### src/rtl/copy_scheduler_if.sv
// copy_scheduler_if: requester, ROM and RAM signals of the block-copy engine
interface copy_scheduler_if #(
  parameter int ADDR_W = 4,
  parameter int DATA_W = 8
);
  logic              start_sig0;
  logic              start_sig1;
  logic [ADDR_W-1:0] src0;
  logic [ADDR_W-1:0] src1;
  logic [ADDR_W-1:0] dst0;
  logic [ADDR_W-1:0] dst1;
  logic [ADDR_W:0]   len0;
  logic [ADDR_W:0]   len1;
  logic              done_sig0;
  logic              done_sig1;
  logic [ADDR_W-1:0] rom_addr;
  logic [DATA_W-1:0] rom_data;
  logic              write_en;
  logic [ADDR_W-1:0] ram_addr;
  logic [DATA_W-1:0] ram_data;
  logic              busy;
  logic              grant;
  modport master (
    output start_sig0, start_sig1, src0, src1, dst0, dst1, len0, len1, rom_data,
    input  done_sig0, done_sig1, rom_addr, write_en, ram_addr, ram_data, busy, grant
  );
  modport slave (
    input  start_sig0, start_sig1, src0, src1, dst0, dst1, len0, len1, rom_data,
    output done_sig0, done_sig1, rom_addr, write_en, ram_addr, ram_data, busy, grant
  );
endinterface

### src/rtl/copy_scheduler.sv
// copy_scheduler: round-robin ROM->RAM block-copy engine shared by two requesters
module copy_scheduler #(
  parameter int ADDR_W  = 4,
  parameter int DATA_W  = 8,
  parameter int ROM_LAT = 1
) (
  input logic             clk,
  input logic             rst_n,
  copy_scheduler_if.slave bus
);
  typedef enum logic [1:0] {IDLE, COPY, DRAIN, DONE} state_t;
  localparam logic [ADDR_W:0] FULL_LEN = {1'b1, {ADDR_W{1'b0}}};
  state_t            r_state;
  logic              r_busy, r_grant, r_ptr, r_cool, r_done0, r_done1, r_iss;
  logic [ADDR_W-1:0] r_rom_addr, r_wa, r_src, r_dst;
  logic [ADDR_W:0]   r_rem;
  logic [2:0]        r_dc;
  logic              r_pv [ROM_LAT];
  logic [ADDR_W-1:0] r_pa [ROM_LAT];
  logic              w_pick;
  logic [ADDR_W-1:0] w_src, w_dst;
  logic [ADDR_W:0]   w_len_raw, w_len;
  // Both requesting: take the round-robin favourite; otherwise whichever is asking
  always_comb begin
    w_pick    = (bus.start_sig0 & bus.start_sig1) ? r_ptr : bus.start_sig1;
    w_src     = w_pick ? bus.src1 : bus.src0;
    w_dst     = w_pick ? bus.dst1 : bus.dst0;
    w_len_raw = w_pick ? bus.len1 : bus.len0;
    w_len     = (w_len_raw > FULL_LEN) ? FULL_LEN : w_len_raw;
  end
  // Job FSM; r_cool inserts one idle cycle after each job before re-arbitrating
  always_ff @(posedge clk or negedge rst_n) begin
    if (!rst_n) begin
      r_state    <= IDLE;
      r_busy     <= 1'b0;
      r_grant    <= 1'b0;
      r_ptr      <= 1'b0;
      r_cool     <= 1'b0;
      r_done0    <= 1'b0;
      r_done1    <= 1'b0;
      r_iss      <= 1'b0;
      r_rom_addr <= '0;
      r_wa       <= '0;
      r_src      <= '0;
      r_dst      <= '0;
      r_rem      <= '0;
      r_dc       <= '0;
    end else begin
      case (r_state)
        IDLE: begin
          if (r_cool) r_cool <= 1'b0;
          else if (bus.start_sig0 | bus.start_sig1) begin
            r_grant <= w_pick;
            r_busy  <= 1'b1;
            if (w_len == '0) begin
              r_state <= DONE;
              r_done0 <= ~w_pick;
              r_done1 <= w_pick;
            end else begin
              r_state    <= COPY;
              r_iss      <= 1'b1;
              r_rom_addr <= w_src;
              r_wa       <= w_dst;
              r_src      <= w_src + 1'b1;
              r_dst      <= w_dst + 1'b1;
              r_rem      <= w_len - 1'b1;
            end
          end
        end
        COPY: begin
          if (r_rem == '0) begin
            r_state    <= DRAIN;
            r_iss      <= 1'b0;
            r_rom_addr <= '0;
            r_wa       <= '0;
            r_dc       <= 3'(ROM_LAT - 1);
          end else begin
            r_rom_addr <= r_src;
            r_wa       <= r_dst;
            r_src      <= r_src + 1'b1;
            r_dst      <= r_dst + 1'b1;
            r_rem      <= r_rem - 1'b1;
          end
        end
        DRAIN: begin
          if (r_dc == '0) begin
            r_state <= DONE;
            r_done0 <= ~r_grant;
            r_done1 <= r_grant;
          end else r_dc <= r_dc - 1'b1;
        end
        default: begin
          r_state <= IDLE;
          r_done0 <= 1'b0;
          r_done1 <= 1'b0;
          r_busy  <= 1'b0;
          r_ptr   <= ~r_grant;
          r_cool  <= 1'b1;
        end
      endcase
    end
  end
  // Delay issue flag and write address by ROM_LAT to meet the returning ROM data
  always_ff @(posedge clk or negedge rst_n) begin
    if (!rst_n) begin
      for (int i = 0; i < ROM_LAT; i++) begin
        r_pv[i] <= 1'b0;
        r_pa[i] <= '0;
      end
    end else begin
      r_pv[0] <= r_iss;
      r_pa[0] <= r_wa;
      for (int i = 1; i < ROM_LAT; i++) begin
        r_pv[i] <= r_pv[i-1];
        r_pa[i] <= r_pa[i-1];
      end
    end
  end
  assign bus.rom_addr  = r_rom_addr;
  assign bus.write_en  = r_pv[ROM_LAT-1];
  assign bus.ram_addr  = r_pa[ROM_LAT-1];
  assign bus.ram_data  = r_pv[ROM_LAT-1] ? bus.rom_data : '0;
  assign bus.busy      = r_busy;
  assign bus.grant     = r_grant;
  assign bus.done_sig0 = r_done0;
  assign bus.done_sig1 = r_done1;
endmodule

### src/flat_wrapper.sv
// flat-port wrapper written by rule: the top's interface ports become plain ports
module copy_scheduler_flat 
#(
  parameter int ADDR_W  = 4,
  parameter int DATA_W  = 8,
  parameter int ROM_LAT = 1
)
  (clk, rst_n, bus_start_sig0, bus_start_sig1, bus_src0, bus_src1, bus_dst0, bus_dst1, bus_len0, bus_len1, bus_rom_data, bus_done_sig0, bus_done_sig1, bus_rom_addr, bus_write_en, bus_ram_addr, bus_ram_data, bus_busy, bus_grant);
  copy_scheduler_if #(.ADDR_W(ADDR_W), .DATA_W(DATA_W)) bus_i ();
  input logic clk;
  input logic rst_n;
  input wire logic [$bits(bus_i.start_sig0)-1:0] bus_start_sig0;
  input wire logic [$bits(bus_i.start_sig1)-1:0] bus_start_sig1;
  input wire logic [$bits(bus_i.src0)-1:0] bus_src0;
  input wire logic [$bits(bus_i.src1)-1:0] bus_src1;
  input wire logic [$bits(bus_i.dst0)-1:0] bus_dst0;
  input wire logic [$bits(bus_i.dst1)-1:0] bus_dst1;
  input wire logic [$bits(bus_i.len0)-1:0] bus_len0;
  input wire logic [$bits(bus_i.len1)-1:0] bus_len1;
  input wire logic [$bits(bus_i.rom_data)-1:0] bus_rom_data;
  output wire logic [$bits(bus_i.done_sig0)-1:0] bus_done_sig0;
  output wire logic [$bits(bus_i.done_sig1)-1:0] bus_done_sig1;
  output wire logic [$bits(bus_i.rom_addr)-1:0] bus_rom_addr;
  output wire logic [$bits(bus_i.write_en)-1:0] bus_write_en;
  output wire logic [$bits(bus_i.ram_addr)-1:0] bus_ram_addr;
  output wire logic [$bits(bus_i.ram_data)-1:0] bus_ram_data;
  output wire logic [$bits(bus_i.busy)-1:0] bus_busy;
  output wire logic [$bits(bus_i.grant)-1:0] bus_grant;
  assign bus_i.start_sig0 = bus_start_sig0;
  assign bus_i.start_sig1 = bus_start_sig1;
  assign bus_i.src0 = bus_src0;
  assign bus_i.src1 = bus_src1;
  assign bus_i.dst0 = bus_dst0;
  assign bus_i.dst1 = bus_dst1;
  assign bus_i.len0 = bus_len0;
  assign bus_i.len1 = bus_len1;
  assign bus_i.rom_data = bus_rom_data;
  assign bus_done_sig0 = bus_i.done_sig0;
  assign bus_done_sig1 = bus_i.done_sig1;
  assign bus_rom_addr = bus_i.rom_addr;
  assign bus_write_en = bus_i.write_en;
  assign bus_ram_addr = bus_i.ram_addr;
  assign bus_ram_data = bus_i.ram_data;
  assign bus_busy = bus_i.busy;
  assign bus_grant = bus_i.grant;
  copy_scheduler #(.ADDR_W(ADDR_W), .DATA_W(DATA_W), .ROM_LAT(ROM_LAT)) u_core (.clk(clk), .rst_n(rst_n), .bus(bus_i));
endmodule
### config.mk
export PLATFORM = sky130hd
export DESIGN_NAME = copy_scheduler_flat
export DESIGN_NICKNAME = d
export VERILOG_FILES = /design/src/rtl/copy_scheduler_if.sv /design/src/rtl/copy_scheduler.sv /design/src/flat_wrapper.sv
export SDC_FILE = /design/constraint.sdc
export NUM_CORES = 1
export LEC_CHECK = 0
export BUFFER_PORTS_ARGS = -buffer_cell sky130_fd_sc_hd__buf_2
export CAP_MARGIN = 40
export CORE_ASPECT_RATIO = 0.5
export CORE_MARGIN = 2
export CORE_UTILIZATION = 30
export CTS_CLUSTER_SIZE = 24
export DETAILED_ROUTE_END_ITERATION = 10
export GPL_TIMING_DRIVEN = 0
export PLACE_DENSITY_LB_ADDON = 0.12
export SLEW_MARGIN = 20
export SYNTH_ARGS = -nofsm -noshare
export SYNTH_HDL_FRONTEND = slang
export SYNTH_SLANG_ARGS = --single-unit
### constraint.sdc
create_clock -name clk -period 2.5 [get_ports clk]
set_clock_uncertainty 0.05 [all_clocks]
set_input_delay 0.5 -clock clk [delete_from_list [all_inputs] [get_ports clk]]
set_output_delay 0.5 -clock clk [all_outputs]
set_load 0.005 [all_outputs]
==> impl_metrics.csv <==
group,metric,value,unit
flow_run,drv_cap,0,
synth,syn_nets,306,
cells_and_area,fillerInstances,776,
cells_and_area,final_cell_mix,"58 x buf_2, 37 x dfrtp_1, 29 x nand2_1",
detailed_routing,drtPass1Iterations,4,
floorplanning,row_count,23,
timing,fmax,413,MHz
worst_setup_path,crit_type,"reg2reg",
timing,rsz0062_at_grt,"false",
detailed_routing,routed_wl,6650,um
detailed_routing,drc,0,
synth,postSynthAreaPerCell,9.36,um2
power,leakagePower,1.40,nW
worst_setup_path,slowest_stage,"dfrtp_2",
grt,grt_max_degree,26,
worst_setup_path,end_kind,"register",
floorplanning,dieArea,8830,um2
synth,synthesis.area,2420,um2
timing,tns,0,ns
clocking,cts_root_buffer,"clkbuf_16",
detailed_routing,drtIter0Drc,198,
clocking,clk_pin_slew_worst_paths,0.06,ns
synth,yosysSeqAreaShare,0.394,
placement,dp_hpwl,5050,um
floorplanning,ios,59,
synth,synth_flop_cell,"dfrtp_1",
clocking,cts_buffers,5,
worst_setup_path,r2r-start,"u_core.r_state[0]$_DFFE_PN0P_",
timing,layout_min_cycle_time,2.42,ns
worst_setup_path,path_max_fanout,10,
placement,place_area,2870,um2
cells_and_area,syn_to_final_growth,31.1,%
worst_setup_path,cp_cell_sequence,"ha_2 > clkbuf_4 > a2111oi_2 > a221oi_2 > ha_2 > mux4_2 > a221o_1",
detailed_routing,via_per_inst,4.98,
floorplanning,start_util,0.305,
grt,grt_use_total,0.163,
clocking,numClockSinks,38,
synth,synth_seq_cells,38,
grt,antenna_found_initial,0,
clocking,htreeDepth,2,
worst_setup_path,max_stage_delay,0.44,ns
cells_and_area,final_cell_area,3170,um2
detailed_routing,drt.antenna.violating_nets,0,
floorplanning,fp.dieH,67.5,um
cells_and_area,final_common_cell,"buf_2",
power,powerDensity,1230,nW/um2
power,p_total,3.90,mW
synth,synth.distinct_cells,56,
power,worst_ir_drop_vdd,0.422,mV
timing,max_slew_margin,0.655,
floorplanning,coreArea,7910,um2
timing,finalHoldViolCount,0,
synth,async_flop_share,1.00,
synth,synth_edf_count,0,
run_status,status,"completed",
placement,gp_congestion,0.822,
grt,grt_pass1_wl,10800,um
grt,grt_pass1_vias,2093,
timing,report.final.slew_viol_count,0,
cells_and_area,antenna_cells,0,
clocking,clockBufferDepth,2,
synth,yosys_warnings,0,
clocking,clk_latency,0.28,ns
cells_and_area,drive_gt1_frac,0.341,
worst_setup_path,critPathLaunch,"u_core.r_state[0]$_DFFE_PN0P_",
worst_setup_path,cpMostUsedCell,"ha_2",
worst_setup_path,startpoint_type,"register",
placement,io_buffers,57,
cells_and_area,nNetsFinal,375,
clocking,cts_tree,"built",
timing,fin_crit_sh,0.968,
detailed_routing,wl_per_cell,15.1,um
floorplanning,chipWidth,131,um
cells_and_area,final_core_util,0.400,
timing,hold_slack,0.0584,ns
synth,syn-instance-count,258,
worst_setup_path,worstPathRequired,2.61,ns
timing,setup_viol,0,
worst_hold_path,hp-class,"in2async",
worst_setup_path,arrival,2.53,ns
timing,worstMarginPinSlew,0.513,ns
grt,grt-ovfl-total,0,
detailed_routing,via_count,2191,
timing repair:
item	in CTS	in global routing
gates cloned	0	0
pin swaps	1	0
buffers inserted	3	0
hold buffers	0	0
hold endpoints to repair	0	0
gates resized for setup	11	18
setup endpoints to repair	15	10
metrics by stage:
step           worst slack, ns  instances
2_1_floorplan           0.0753        258
3_3_place_gp            -0.354        427
3_5_place_dp            -0.386        429
4_1_cts                0.00494        440
5_1_grt                0.00341        440
6_report                0.0790        440
worst max-delay path, delay by kind of cell (launching register included):
| family | cells | cell delay (ns) |
|---|---|---|
| mux | 1 | 0.29 |
| flops | 1 | 0.44 |
| compound gates | 3 | 0.83 |
| buf+inv | 1 | 0.22 |
| fa+ha+maj | 2 | 0.46 |
worst paths after layout:
| kind | end | slack, ns | cells after the start |
|---|---|---|---|
| setup / recovery | u_core.r_rem[4]$_DFFE_PN0P_ | 0.08 | 7 |
| hold / removal | u_core.bus.ram_addr[1]$_DFF_PN0_ | 0.06 | 1 |
| setup reg to reg | u_core.r_rem[4]$_DFFE_PN0P_ | 0.08 | 7 |
| hold reg to reg | u_core.bus.ram_addr[0]$_DFF_PN0_ | 0.33 | 0 |
| max in group asynchronous | u_core.r_src[2]$_DFFE_PN0P_ | 1.88 | 2 |
| min in group clk | u_core.bus.ram_addr[0]$_DFF_PN0_ | 0.33 | 0 |
synthesized netlist by cell type, types with 3 or more instances:
cell | instances | share of area
ha_1 | 10 | 0.052
and2_1 | 8 | 0.021
o21ai_0 | 11 | 0.023
mux2_2 | 12 | 0.056
o31ai_1 | 3 | 0.0093
o211ai_1 | 5 | 0.016
nand2b_1 | 3 | 0.0078
clkbuf_1 | 7 | 0.011
mux2i_1 | 6 | 0.025
a22o_1 | 3 | 0.011
xor2_1 | 3 | 0.011
nor2_1 | 23 | 0.036
nand3_1 | 7 | 0.014
a21oi_1 | 19 | 0.039
inv_1 | 10 | 0.016
a221o_1 | 4 | 0.017
nand2_1 | 30 | 0.047
dfrtp_1 | 38 | 0.39
a31oi_1 | 5 | 0.013
or4_1 | 3 | 0.0093
area by class of cell:
type / count / area (um2) / share of cell area
Clock inverter: 3 / 68.8 / 0.0217
Sequential cell: 38 / 952 / 0.301
Tap cell: 112 / 140 / 0.0443
Clock buffer: 5 / 125 / 0.0395
Multi-Input combinational cell: 199 / 1430 / 0.452
Timing Repair Buffer: 62 / 335 / 0.106
Buffer: 10 / 68.8 / 0.0217
Inverter: 11 / 43.8 / 0.0138
report_power, final:
group | switching, mW | internal, mW | total, mW
sequential | 0.192 | 0.891 | 1.08
clock | 0.260 | 0.573 | 0.834
combinational | 1.13 | 0.854 | 1.99
flip-flops by register name (all words and copies together) (netlist names):
name / cells
u_core.bus.busy: 1
u_core.bus.done_sig0: 1
u_core.bus.done_sig1: 1
u_core.bus.grant: 1
u_core.bus.ram_addr: 4
u_core.bus.rom_addr: 4
u_core.bus.write_en: 1
u_core.r_cool: 1
u_core.r_dc: 3
u_core.r_dst: 4
u_core.r_iss: 1
u_core.r_ptr: 1
u_core.r_rem: 5
u_core.r_src: 4
u_core.r_state: 2
u_core.r_wa: 4
logic make-up (layout without fill, tap and decap cells):
family | count (synthesis) | in the layout | synth area share
AO/OA/AOI/OAI | 74 | 74 | 0.219
adder cells (fa/ha/maj) | 10 | 10 | 0.0518
multiplexers | 19 | 19 | 0.0901
buffers and inverters | 21 | 91 | 0.0352
XOR/XNOR | 4 | 4 | 0.0145
AND/OR/NAND/NOR | 92 | 92 | 0.196
flip-flops | 38 | 38 | 0.394
layer usage:
layer | GRT usage | vias up | routed length, um
li1 | - | 1090 | -
met1 | 0.246 | 1038 | 3440
met2 | 0.232 | 56 | 2810
met3 | 0.0372 | 7 | 348
met4 | 0.0399 | 0 | 57
met5 | 0 | - | 0
Power figures use the tool's default switching activity.
